[src/rtl/coupling_run_scheduler.sv]
// Run sequencer for an array of clocked countdown coupling cells: programs weights,
// seeds the spins, runs the array for a bounded budget (or until stable), then captures.
module coupling_run_scheduler #(
  parameter int WIDTH   = 12,
  parameter int N_CELLS = 16,
  parameter int ADDR_W  = 4,
  parameter int CYC_W   = 16
) (
  input  logic                       clk,
  input  logic                       rst_n,
  input  logic                       cfg_valid,
  output logic                       cfg_ready,
  input  logic [ADDR_W-1:0]          cfg_addr,
  input  logic [WIDTH-1:0]           cfg_weight,
  input  logic                       start,
  input  logic [CYC_W-1:0]           run_budget,
  input  logic [CYC_W-1:0]           stable_cycles,
  input  logic [N_CELLS-1:0]         seed,
  output logic [N_CELLS*WIDTH-1:0]   cell_weight,
  output logic [N_CELLS-1:0]         cell_sin,
  output logic                       cell_en,
  input  logic [N_CELLS-1:0]         cell_dout,
  output logic                       busy,
  output logic                       done,
  output logic                       early_stop,
  output logic [N_CELLS-1:0]         spins,
  output logic [CYC_W-1:0]           cycles_used
);

  typedef enum logic [2:0] {
    S_IDLE, S_SEED, S_ARM, S_RUN, S_SAMPLE, S_DONE
  } state_t;

  localparam logic [ADDR_W:0] ADDR_LIMIT = (ADDR_W+1)'(N_CELLS);

  state_t state, state_next;

  logic [WIDTH-1:0]   weights [N_CELLS];
  logic [CYC_W-1:0]   budget_q, stable_q;
  logic [CYC_W-1:0]   run_cnt, stab_cnt, run_next, stab_next;
  logic [N_CELLS-1:0] prev_dout;
  logic               run_hit, stab_hit;
  logic               cfg_fire, start_fire;

  assign cfg_ready  = (state == S_IDLE);
  assign cfg_fire   = cfg_valid & cfg_ready;
  assign start_fire = start & (state == S_IDLE);
  assign cell_en    = (state == S_ARM) || (state == S_RUN);
  assign busy       = (state != S_IDLE);
  assign done       = (state == S_DONE);

  for (genvar i = 0; i < N_CELLS; i++) begin : g_flat
    assign cell_weight[i*WIDTH +: WIDTH] = weights[i];
  end

  // NOTE: every signal written here gets a default first, so no path leaves a latch.
  always_comb begin
    run_next   = run_cnt + CYC_W'(1);
    stab_next  = (cell_dout != prev_dout) ? '0
               : ((&stab_cnt) ? stab_cnt : stab_cnt + CYC_W'(1));
    run_hit    = (run_next == budget_q);
    stab_hit   = (stable_q != '0) && (stab_next == stable_q);
    state_next = state;
    case (state)
      S_IDLE:   if (start) state_next = (run_budget == '0) ? S_SAMPLE : S_SEED;
      S_SEED:   state_next = S_ARM;
      S_ARM:    state_next = S_RUN;
      S_RUN:    if (run_hit || stab_hit) state_next = S_SAMPLE;
      S_SAMPLE: state_next = S_DONE;
      S_DONE:   state_next = S_IDLE;
      default:  state_next = S_IDLE;
    endcase
  end

  // NOTE: sequential state uses non-blocking assignments so every register samples pre-edge values.
  always_ff @(posedge clk) begin
    if (!rst_n) state <= S_IDLE;
    else        state <= state_next;
  end

  always_ff @(posedge clk) begin
    if (!rst_n) begin
      // NOTE: the weight file is reset explicitly because cells must see all-zero weights after reset.
      for (int i = 0; i < N_CELLS; i++) weights[i] <= '0;
      budget_q    <= '0;
      stable_q    <= '0;
      run_cnt     <= '0;
      stab_cnt    <= '0;
      prev_dout   <= '0;
      cell_sin    <= '0;
      spins       <= '0;
      cycles_used <= '0;
      early_stop  <= 1'b0;
    end else begin
      prev_dout <= cell_dout;
      // Out-of-range addresses are handshaken but dropped.
      if (cfg_fire && ({1'b0, cfg_addr} < ADDR_LIMIT)) weights[cfg_addr] <= cfg_weight;
      case (state)
        S_IDLE: if (start_fire) begin
          budget_q   <= run_budget;
          stable_q   <= stable_cycles;
          run_cnt    <= '0;
          stab_cnt   <= '0;
          early_stop <= 1'b0;
          // A zero-budget run skips SEED, so the cells keep their previous seed.
          if (run_budget != '0) cell_sin <= seed;
        end
        S_SEED: begin
          run_cnt  <= '0;
          stab_cnt <= '0;
        end
        S_RUN: begin
          run_cnt  <= run_next;
          stab_cnt <= stab_next;
          if (run_hit || stab_hit) early_stop <= stab_hit;
        end
        S_SAMPLE: begin
          spins       <= cell_dout;
          cycles_used <= run_cnt;
        end
        default: ;
      endcase
    end
  end

endmodule

[config.mk]
export PLATFORM = sky130hd
export DESIGN_NAME = coupling_run_scheduler
export DESIGN_NICKNAME = d
export VERILOG_FILES = /design/src/rtl/coupling_run_scheduler.sv
export SDC_FILE = /design/constraint.sdc
export NUM_CORES = 1
export LEC_CHECK = 0
export CAP_MARGIN = 0
export CORE_ASPECT_RATIO = 1.4
export CORE_MARGIN = 10
export CORE_UTILIZATION = 54
export CTS_CLUSTER_SIZE = 14
export DETAILED_ROUTE_END_ITERATION = 16
export HOLD_SLACK_MARGIN = 0.1
export PLACE_DENSITY = 0.86
export SKIP_CTS_REPAIR_TIMING = 1
export SYNTH_ARGS = -nofsm -noshare
export SYNTH_HDL_FRONTEND = slang
export SYNTH_SLANG_ARGS = --single-unit
[constraint.sdc]
create_clock -name clk -period 8.9 [get_ports clk]
set_clock_uncertainty 0.1 [all_clocks]
set_input_delay 1.78 -clock clk [delete_from_list [all_inputs] [get_ports clk]]
set_output_delay 1.78 -clock clk [all_outputs]
set_load 0.01 [all_outputs]
==> results of run 1 <==
power by group through the flow:
| stage | Sequential, mW | Clock [mW] | Combinational (mW) |
|---|---|---|---|
| after floorplan | 1.77 | 0 | 0.296 |
| after global placement | 1.76 | 0 | 0.555 |
| after detailed placement | 1.77 | 0 | 0.568 |
| after CTS | 1.73 | 1.21 | 0.571 |
| after global routing | 1.74 | 1.28 | 0.621 |
| final | 1.74 | 1.21 | 0.568 |
Yosys cell counts (3+ instances only):
cell                       count  area, um2
sky130_fd_sc_hd__a211oi_1      5       37.5
sky130_fd_sc_hd__a31oi_1       9       56.3
sky130_fd_sc_hd__nand2_1     189        709
sky130_fd_sc_hd__xor2_1       27        236
sky130_fd_sc_hd__o21ai_1       3       15.0
sky130_fd_sc_hd__clkbuf_1     77        289
sky130_fd_sc_hd__edfxtp_1    192       5770
sky130_fd_sc_hd__xnor2_1      17        149
sky130_fd_sc_hd__o211ai_1      3       22.5
sky130_fd_sc_hd__dfxtp_1     132       2640
sky130_fd_sc_hd__o211a_1       4       40.0
sky130_fd_sc_hd__inv_1         9       33.8
sky130_fd_sc_hd__a21oi_1      76        380
sky130_fd_sc_hd__nor2_1       45        169
sky130_fd_sc_hd__nand3_1      23        115
sky130_fd_sc_hd__nor3_1       21        105
sky130_fd_sc_hd__o21ai_0      45        225
sky130_fd_sc_hd__and4_1        7       61.3
sky130_fd_sc_hd__or3_1        11       68.8
sky130_fd_sc_hd__buf_2         8       40.0
sky130_fd_sc_hd__nor4b_1       3       26.3
sky130_fd_sc_hd__nand4_1      13       81.3
sky130_fd_sc_hd__a21boi_0     16        120
sky130_fd_sc_hd__o31ai_1       3       22.5
sky130_fd_sc_hd__or4_1         3       22.5
sky130_fd_sc_hd__nor3b_1       5       37.5
sky130_fd_sc_hd__a22oi_1       6       45.0
sky130_fd_sc_hd__and2_1      222       1390
sky130_fd_sc_hd__nand3b_1      4       30.0
sky130_fd_sc_hd__mux2i_1      21        210
sky130_fd_sc_hd__and3_1        7       43.8
sky130_fd_sc_hd__nor2b_1      30        188
sky130_fd_sc_hd__nor4_1       13       81.3
sky130_fd_sc_hd__nand2b_1     11       68.8
sky130_fd_sc_hd__nor4_4        4       85.1
worst min-delay path, cell delays in order, from the launching register on:
cell                      delay, ns
sky130_fd_sc_hd__dfxtp_1       0.31
sky130_fd_sc_hd__nand2_1       0.05
sky130_fd_sc_hd__a21oi_1       0.05
metrics by stage:
| step | instances | utilization [%] | area, um2 |
|---|---|---|---|
| 2_1_floorplan | 1309 | - | 14000 |
| 3_3_place_gp | 1876 | 68.2 | 17400 |
| 3_5_place_dp | 1876 | 68.2 | 17400 |
| 4_1_cts | 1930 | 71.8 | 18400 |
| 5_1_grt | 1931 | 71.8 | 18400 |
| 6_report | 1932 | 71.8 | 18400 |
final timing paths:
path / endpoint / depth (start not counted) / slack, ns / startpoint
max: weights[2][0]$_SDFFCE_PN0P_ / 6 / 4.42 / rst_n
min: spins[0]$_SDFFE_PN0P_ / 2 / 0.36 / spins[0]$_SDFFE_PN0P_
max reg2reg: weights[2][0]$_SDFFCE_PN0P_ / 6 / 5.45 / state[1]$_SDFFE_PN0P_
min reg2reg: spins[0]$_SDFFE_PN0P_ / 2 / 0.36 / spins[0]$_SDFFE_PN0P_
cells in the final DEF, fill, tap and decap left out, types with 4 or more instances in the layout:
cell                              count
sky130_fd_sc_hd__inv_1               11
sky130_fd_sc_hd__xnor2_1             17
sky130_fd_sc_hd__clkbuf_16           29
sky130_fd_sc_hd__clkbuf_8             4
sky130_fd_sc_hd__a211oi_1             5
sky130_fd_sc_hd__and3_1               7
sky130_fd_sc_hd__nor2_1              45
sky130_fd_sc_hd__nand2b_1            11
sky130_fd_sc_hd__edfxtp_1           192
sky130_fd_sc_hd__nor4_4               4
sky130_fd_sc_hd__nor3_1              21
sky130_fd_sc_hd__buf_4                8
sky130_fd_sc_hd__nand3b_1             4
sky130_fd_sc_hd__a21boi_0            16
sky130_fd_sc_hd__nand2_1            189
sky130_fd_sc_hd__o211a_1              4
sky130_fd_sc_hd__nand3_1             23
sky130_fd_sc_hd__nor4_1              13
sky130_fd_sc_hd__dfxtp_1            132
sky130_fd_sc_hd__a21oi_1             76
sky130_fd_sc_hd__nor3b_1              5
sky130_fd_sc_hd__o21ai_0             39
sky130_fd_sc_hd__a22oi_1              6
sky130_fd_sc_hd__and4_1               7
sky130_fd_sc_hd__a31oi_1              9
sky130_fd_sc_hd__nor2b_1             30
sky130_fd_sc_hd__and2_1             222
sky130_fd_sc_hd__o21ai_1              9
sky130_fd_sc_hd__clkbuf_1            10
sky130_fd_sc_hd__mux2i_1             21
sky130_fd_sc_hd__xor2_1              27
sky130_fd_sc_hd__nand4_1             13
sky130_fd_sc_hd__clkdlybuf4s50_1    327
sky130_fd_sc_hd__or3_1               11
registers in the layout (all words and copies together), names as in the netlist:
name	flops
budget_q	16
cell_sin	16
cycles_used	16
early_stop	1
prev_dout	16
run_cnt	16
spins	16
stab_cnt	16
stable_q	16
state	3
weights	192
routing by layer:
layer  wire (um)  up-vias
met4        2400        2
li1            -     5113
met3        4160      109
met1       14400     5267
met2       22200      565
met5          10        -
logic make-up (layout without fill, tap and decap cells):
kind of cell               after synthesis  in the layout
AOI/OAI and AO/OA                      195            195
xor gates and xnor gates                44             44
adders and majority gates                2              2
buffers and inverters                   97            399
DFF                                    324            324
muxes                                   22             22
other                                    0              2
and+or+nand+nor                        625            625
layout make-up:
cell class                      count  share of cell area, %
Antenna cell                        2                 0.0273
Timing Repair Buffer              336                   18.2
Tap cell                          319                   2.17
Inverter                            9                  0.184
Sequential cell                   324                   45.8
Multi-Input combinational cell    888                   28.7
Clock buffer                       43                   4.46
Clock inverter                     11                  0.498
==> qor.yml, run 1 <==
critPathTopFamily: "simple AND/OR/NAND/NOR gates"
wl_per_instance_um: 22.4
power.combinational.fraction_pct: 16.2
maxCapViolations: 0
grt_first_pass_wirelength_mm: 65.5
critical_path.cell_chain: "buf_2, buf_4, and3_1, nand3b_1, nor3_1, nand2b_1"
viasPerCell: 5.72
clock-sinks: 324
post-dp-hpwl_mm: 32.4
crit_path_start_kind: "input pin"
root_buffer: "sky130_fd_sc_hd__clkbuf_16"
outcome: "complete, no violations"
clock_tree.buffer_depth: 3
global_route.usage.met1_pct: 25.9
grt_pass1_vias: 11100
ys_async_sr_fraction_pct: 0
post_synth_inst_count: 1309
synth.yosys.seq_area_share_pct: 59.8
final_nets: 1674
layout_setup_ws_ns: 4.42
globalRoute.busiestLayer: "met2"
rsz_0062_raised_after_global_routing: "no"
powerDensity_mw_per_mm2: 191
flip_flop_cell_with_the_highest_count_after_synthesis: "sky130_fd_sc_hd__edfxtp_1"
grt_resource_usage_total_pct: 25.3
timing.setup.tns_ns: 0
finalHoldViolations: 0
place.port_buffers: 328
detail_route.drc_violations: 0
yosys.area_share.simple_pct: 24.5
clk_transition_reported_paths_ns: 0.06
period_share_pct: 50.3
critical_path_required_ns: 8.99
design.core.area_mm2: 0.0256
synth_compound_area_share_pct: 8.45
first_pass_iters: 5
postSynthNetCount: 1395
synth_area_per_cell_um2: 10.7
synth_xor_area_share_pct: 2.74
antenna_violating_nets_post_route: 0
cp-end-kind: "flop"
place.gp.congestion: 0.922
synth_edf_count: 192
timing.slew.headroom_pct: 6.86
critical-path-slowest-cell: "sky130_fd_sc_hd__nor3_1"
final-setup-viol-count: 0
fin_crit_ns: 4.48
insertion_delay_ns: 0.56
dr_total_vias: 11100
tritoncts: "done"
synth_mux_area_share_pct: 1.58
clockPowerShare_pct: 34.4
grt_use_met2_pct: 46.1
timing.final.max_slew_violations: 0
die-width_um: 156
multi_input_area_mm2: 0.00526
power.net_switching_mw: 0.923
globalRouteMet3Util_pct: 6.44
critPathMaxStageDelay_ns: 0.95
final_layout_size_suffix_gt1_share_pct: 4.10
yosys.cell_types.count: 69
cts-buffers-inserted: 29
yosys_warnings: 0
routed_wirelength_mm: 43.2
footprint_of_the_flip_flops_and_latches_mm2: 0.00841
grt-ovfl-total: 0
detail_route.iter0.violations: 825
htree_num_levels: 1
die_h_um: 211
cp_data_arrival_time_ns: 4.57
startpoint_to_endpoint_class_of_the_critical_path: "input pin to flop"
worstHoldPathType: "flop to flop"
post_synthesis_register_bit_count: 324
power.share.switching_pct: 26.3
worst_pin_slew_ns: 1.39
synth_top_family_by_area: "simple AND/OR/NAND/NOR gates"
fp.dieArea_mm2: 0.0330
count_of_filler_cells_inserted_in_the_layout: 1766
place_ws_ns: 3.83
synth_fa_ha_area_share_pct: 0.178
num_rows: 69
critical_path.max_fanout: 96
static-leakage-power_nw: 6.70
hold-worst-slack_ns: 0.355
grt_start_max_net_pins: 97
vdd_ir_drop_max_mv: 0.193
grt_antenna_before_repair: 3
total_power_mw: 3.51
area_growth_synth_to_finish_pct: 30.6
start_util_pct: 55.0
p_int_mw: 2.59
mappedNetlistArea_mm2: 0.0140
pin_count: 329
cp.buffers_inverters: 2
sequential_group_share_of_total_power_pct: 49.5
max_clock_freq_mhz: 223
(Power assumes the default switching activity.)
==> run 2, diff against run 1 <==
--- a/config.mk
+++ b/config.mk
@@ -8,11 +8,11 @@
 export CAP_MARGIN = 0
 export CORE_ASPECT_RATIO = 1.4
 export CORE_MARGIN = 10
-export CORE_UTILIZATION = 54
+export CORE_UTILIZATION = 50
 export CTS_CLUSTER_SIZE = 14
 export DETAILED_ROUTE_END_ITERATION = 16
 export HOLD_SLACK_MARGIN = 0.1
-export PLACE_DENSITY = 0.86
+export PLACE_DENSITY = 0.8
 export SKIP_CTS_REPAIR_TIMING = 1
 export SYNTH_ARGS = -nofsm -noshare
 export SYNTH_HDL_FRONTEND = slang
==> constraint.sdc (replaced) <==
create_clock -name clk -period 4.6 [get_ports clk]
set_clock_uncertainty 0.1 [all_clocks]
set_input_delay 0.92 -clock clk [delete_from_list [all_inputs] [get_ports clk]]
set_output_delay 0.92 -clock clk [all_outputs]
set_load 0.01 [all_outputs]
==> run 2 against run 1 <==
Register-to-register slack lost 4.2 ns; sequential share of layout area shrank 0.60 points; core utilization shrank 4.6 points; first-iteration DRC count shrank 9.9%; clock power grew 110%; via count shrank 0.24%; final cell count grew 3.2%; sequential power grew 93%; total power grew 100%; critical path depth grew 3.
==> qor.yml, run 2 (synthesis gave the netlist of run 1 again) <==
power.combinational.fraction_pct: 16.0
cp_data_arrival_time_ns: 3.82
cp-end-kind: "flop"
clk_transition_reported_paths_ns: 0.07
crit_path_start_kind: "input pin"
clock-sinks: 324
finalHoldViolations: 0
period_share_pct: 75.0
dr_total_vias: 11000
design.core.area_mm2: 0.0277
cts-buffers-inserted: 30
detail_route.drc_violations: 0
start_util_pct: 50.8
fin_crit_ns: 3.45
root_buffer: "sky130_fd_sc_hd__clkbuf_16"
worstHoldPathType: "flop to flop"
critical_path.max_fanout: 18
final-setup-viol-count: 0
layout_common_cells: "327 x sky130_fd_sc_hd__clkdlybuf4s50_1, 222 x sky130_fd_sc_hd__and2_1, 192 x sky130_fd_sc_hd__edfxtp_1, 189 x sky130_fd_sc_hd__nand2_1, 132 x sky130_fd_sc_hd__dfxtp_1"
critical-path-slowest-cell: "sky130_fd_sc_hd__or4b_1"
fp.dieArea_mm2: 0.0353
critical_path.cell_chain: "clkdlybuf4s50_1, xor2_1, nor4_4, nand4_4, a2111o_1, or4b_1, nor4_2, a41oi_1, o21a_1"
worst_pin_slew_ns: 1.23
pin_count: 329
timing.final.max_slew_violations: 0
final_layout_size_suffix_gt1_share_pct: 5.06
die-width_um: 162
rsz_0062_raised_after_global_routing: "no"
wl_per_instance_um: 22.0
critical_path_required_ns: 4.97
detail_route.iter0.violations: 743
power.net_switching_mw: 1.83
fin_util_pct: 67.2
mostFrequentLayoutCell: "sky130_fd_sc_hd__clkdlybuf4s50_1"
critPathMaxStageDelay_ns: 0.54
maxCapViolations: 0
outcome: "complete, no violations"
grt_first_pass_wirelength_mm: 65.5
grt_pass1_vias: 11000
largest-register: "weights"
viasPerCell: 5.53
grt_resource_usage_total_pct: 23.6
post-dp-hpwl_mm: 32.6
tritoncts: "done"
grt_start_max_net_pins: 83
static-leakage-power_nw: 6.79
grt-ovfl-total: 0
place.port_buffers: 328
area_growth_synth_to_finish_pct: 32.4
p_int_mw: 5.19
vdd_ir_drop_max_mv: 0.325
powerDensity_mw_per_mm2: 377
antenna_violating_nets_post_route: 0
routed_wirelength_mm: 43.9
die_h_um: 218
timing.setup.tns_ns: 0
timing.slew.headroom_pct: 17.8
clockPowerShare_pct: 36.2
place.gp.congestion: 0.932
startpoint_to_endpoint_class_of_the_critical_path: "input pin to flop"
first_pass_iters: 5
clock_tree.buffer_depth: 3
num_rows: 72
grt_antenna_before_repair: 2
max_clock_freq_mhz: 290
htree_num_levels: 1
insertion_delay_ns: 0.57
final_nets: 1684
power.share.switching_pct: 26.0
flip_flop_count_of_the_largest_register_all_copies_and_words_added: 192
sequential_group_share_of_total_power_pct: 47.9
==> run 2: cell types whose count changed in the layout (fill, tap and decap cells not counted), sizes merged <==
cell,before,now
inv,12,9
buf,9,18
bufinv,1,3
clkinvlp,1,4
==> run 2: power groups by stage <==
| stage | Combinational [mW] | Sequential, mW | Clock [mW] |
|---|---|---|---|
| floorplan | 0.572 | 3.42 | 0 |
| global placement | 1.10 | 3.41 | 0 |
| detailed placement | 1.12 | 3.42 | 0 |
| CTS | 1.12 | 3.36 | 2.57 |
| global route | 1.22 | 3.37 | 2.67 |
| finish | 1.12 | 3.36 | 2.54 |
==> run 2: critical path, delay by kind of cell <==
family	cells	cell delay, ns
and+or+nand+nor	4	1.45
AOI/OAI and AO/OA	3	0.78
buffers and inverters	1	0.46
xor gates and xnor gates	1	0.20
==> run 2: area by class of cell <==
type / instances / area, um2
antenna: 2 / 5.00
clock buffer: 43 / 856
clock inverter: 13 / 165
fill: 2086 / 9060
inverter: 9 / 33.8
multi-input combinational: 888 / 5260
sequential: 324 / 8410
tap: 370 / 463
timing repair buffer: 345 / 3410
==> run 2: stage by stage <==
step | setup WS (ns) | cell area (um2) | std cells | power [mW] | hold slack (ns)
floorplan | 1.48 | 14000 | 1309 | 3.99 | 0.348
global placement | 0.615 | 17600 | 1936 | 4.51 | 0.344
detailed placement | 0.549 | 17600 | 1936 | 4.54 | 0.349
CTS | 1.15 | 18600 | 1992 | 7.05 | 0.361
global route | 0.912 | 18600 | 1994 | 7.26 | 0.377
finish | 1.15 | 18600 | 1994 | 7.02 | 0.356
==> run 2: worst paths after layout <==
check                               end  slack (ns)                      from  cells past startpoint
hold / removal    spins[4]$_SDFFE_PN0P_        0.36     spins[4]$_SDFFE_PN0P_                      2
hold reg to reg   spins[4]$_SDFFE_PN0P_        0.36     spins[4]$_SDFFE_PN0P_                      2
setup / recovery  state[1]$_SDFFE_PN0P_        1.15              cell_dout[7]                      9
setup reg to reg  state[1]$_SDFFE_PN0P_        1.24  stab_cnt[0]$_SDFFE_PN0P_                      9
==> run 2: per-layer routing <==
metal,vias up,global-route usage [%],part of all wire (%)
li1,5126,-,-
met1,5268,23.9,34
met2,536,43.9,52
met3,99,6.34,9.0
met4,0,11.0,4.8
met5,-,0,0
==> run 3, diff against run 2 <==
--- a/config.mk
+++ b/config.mk
@@ -8,11 +8,11 @@
 export CAP_MARGIN = 0
 export CORE_ASPECT_RATIO = 1.4
 export CORE_MARGIN = 10
-export CORE_UTILIZATION = 50
+export CORE_UTILIZATION = 45
 export CTS_CLUSTER_SIZE = 14
 export DETAILED_ROUTE_END_ITERATION = 16
 export HOLD_SLACK_MARGIN = 0.1
-export PLACE_DENSITY = 0.8
+export PLACE_DENSITY = 0.76
 export SKIP_CTS_REPAIR_TIMING = 1
 export SYNTH_ARGS = -nofsm -noshare
 export SYNTH_HDL_FRONTEND = slang
==> constraint.sdc (replaced) <==
create_clock -name clk -period 2.8 [get_ports clk]
set_clock_uncertainty 0.1 [all_clocks]
set_input_delay 0.56 -clock clk [delete_from_list [all_inputs] [get_ports clk]]
set_output_delay 0.56 -clock clk [all_outputs]
set_load 0.01 [all_outputs]
==> run 3 against run 2 <==
The run now ends with setup timing left; global-route usage shrank 1.0 points; non-clock buffer count is 138 higher; via count rose by 5.4%; sequential share of layout area fell by 3.1 points; core utilization fell by 2.4 points; clock power increased by 57%; flip-flop and latch count stayed put; setup slack worse by 1.3 ns; hold slack got worse by 0.15 ns; combinational power rose by 96%; register-to-register slack got worse by 1.4 ns; largest cell class unchanged; largest power group unchanged.
==> qor.yml, run 3 (synthesis gave the netlist of run 1 again) <==
grt_antenna_before_repair: 1
grt-ovfl-total: 0
min_from: "cell_dout[14]"
wl_per_instance_um: 21.4
fin_crit_ns: 2.92
crit_path_start: "stable_q[11]$_SDFFE_PN0P_"
viasPerCell: 5.40
crit_path_start_kind: "flop"
dr_total_vias: 11600
critical_path_required_ns: 3.16
fp.dieArea_mm2: 0.0388
clk_transition_reported_paths_ns: 0.07
finalHoldViolations: 0
layout_common_cells: "313 x sky130_fd_sc_hd__clkdlybuf4s50_1, 222 x sky130_fd_sc_hd__and2_1, 192 x sky130_fd_sc_hd__edfxtp_1, 189 x sky130_fd_sc_hd__nand2_1, 149 x sky130_fd_sc_hd__buf_4"
rsz_0062_raised_after_global_routing: "yes"
worst_pin_slew_ns: 0.820
place.gp.congestion: 0.933
timing.slew.headroom_pct: 45.1
met2_wirelength_mm: 23.9
critical_path.max_fanout: 3
route.layer.met1.wl_mm: 15.7
stdcell_area_mm2: 0.0200
place_ws_ns: -0.731
reg2reg_from: "stable_q[11]$_SDFFE_PN0P_"
start_util_pct: 45.6
post-dp-hpwl_mm: 34.9
num_rows: 76
tritoncts: "done"
mostFrequentLayoutCell: "sky130_fd_sc_hd__clkdlybuf4s50_1"
place_inst: 2092
multi_input_area_mm2: 0.00552
layout_setup_ws_ns: -0.121
antenna_violating_nets_post_route: 0
largest-register: "weights"
count_of_filler_cells_inserted_in_the_layout: 2346
routed_wirelength_mm: 46.0
final_layout_size_suffix_gt1_share_pct: 14.9
htree_num_levels: 1
footprint_of_the_flip_flops_and_latches_mm2: 0.00842
flip_flop_count_of_the_largest_register_all_copies_and_words_added: 192
area_growth_synth_to_finish_pct: 42.1
cp-end-kind: "flop"
outcome: "complete, but fails checks"
die_h_um: 229
maxCapViolations: 0
detail_route.drc_violations: 0
pin_count: 329
max_clock_freq_mhz: 342
period_share_pct: 104
insertion_delay_ns: 0.59
design.core.area_mm2: 0.0308
root_buffer: "sky130_fd_sc_hd__clkbuf_16"
detailroute.wirelength.met3_mm: 3.81
routed.top_layer: "met4"
worstHoldPathType: "input pin to flop"
clock-sinks: 324
place.port_buffers: 328
timing.final.max_slew_violations: 0
placedInstanceArea_mm2: 0.0187
first_pass_iters: 5
final_nets: 1822
clock_tree.buffer_depth: 3
vdd_ir_drop_max_mv: 0.522
grt_start_max_net_pins: 84
grt_pass1_vias: 11700
die-width_um: 169
startpoint_to_endpoint_class_of_the_critical_path: "flop to flop"
powerDensity_mw_per_mm2: 584
detail_route.iter0.violations: 756
fin_util_pct: 64.8
finalNonFillerCells: 2151
cts-buffers-inserted: 30
violations_in_the_final_reports: "setup timing"
grt_resource_usage_total_pct: 22.6
static-leakage-power_nw: 7.66
final-setup-viol-count: 2
cp_data_arrival_time_ns: 3.28
grt_first_pass_wirelength_mm: 69.1
==> run 3: metrics by stage <==
stage | hold WS (ns) | total power [mW] | TNS (ns)
3_3_place_gp | 0.342 | 7.67 | -3.83
6_report | 0.208 | 11.7 | -0.157
2_1_floorplan | 0.348 | 6.55 | -9.08
3_5_place_dp | 0.352 | 7.70 | -4.43
4_1_cts | 0.265 | 11.7 | -0.479
5_1_grt | 0.215 | 12.1 | -0.319
==> run 3: final timing paths <==
check | slack, ns | cells past startpoint | to
setup reg to reg | -0.12 | 8 | state[1]$_SDFFE_PN0P_
hold reg to reg | 0.36 | 2 | spins[3]$_SDFFE_PN0P_
setup / recovery | -0.12 | 8 | state[1]$_SDFFE_PN0P_
hold / removal | 0.21 | 2 | prev_dout[14]$_SDFF_PN0_
==> run 3: power by group <==
group | switching (mW) | internal (mW)
combinational | 1.19 | 1.01
sequential | 0.173 | 5.30
clock | 1.79 | 2.20
total | 3.15 | 8.51
==> run 3: worst max-delay path, cell delays in order, from the launching register on <==
cell and delay [ns]:
sky130_fd_sc_hd__dfxtp_1 0.31, sky130_fd_sc_hd__nor2_1 0.37, sky130_fd_sc_hd__nand3b_1 0.26, sky130_fd_sc_hd__nand3b_1 0.23, sky130_fd_sc_hd__a2111o_1 0.37, sky130_fd_sc_hd__or4b_4 0.52, sky130_fd_sc_hd__nor4_4 0.31, sky130_fd_sc_hd__a41oi_2 0.15
sky130_fd_sc_hd__o21a_1 0.18
==> run 3: layout make-up <==
| class | count | area share (%) |
|---|---|---|
| inverter | 9 | 0.169 |
| clock buffer | 42 | 4.03 |
| sequential | 324 | 42.1 |
| timing repair buffer | 483 | 22.8 |
| antenna | 2 | 0.0251 |
| multi-input combinational | 888 | 27.7 |
| clock inverter | 13 | 0.733 |
| tap | 390 | 2.44 |
==> run 3: metal layers <==
| layer | up-vias | global-route usage [%] |
|---|---|---|
| met2 | 535 | 41.3 |
| met4 | 0 | 12.2 |
| li1 | 5388 | - |
| met5 | - | 0 |
| met1 | 5573 | 22.9 |
| met3 | 127 | 5.42 |
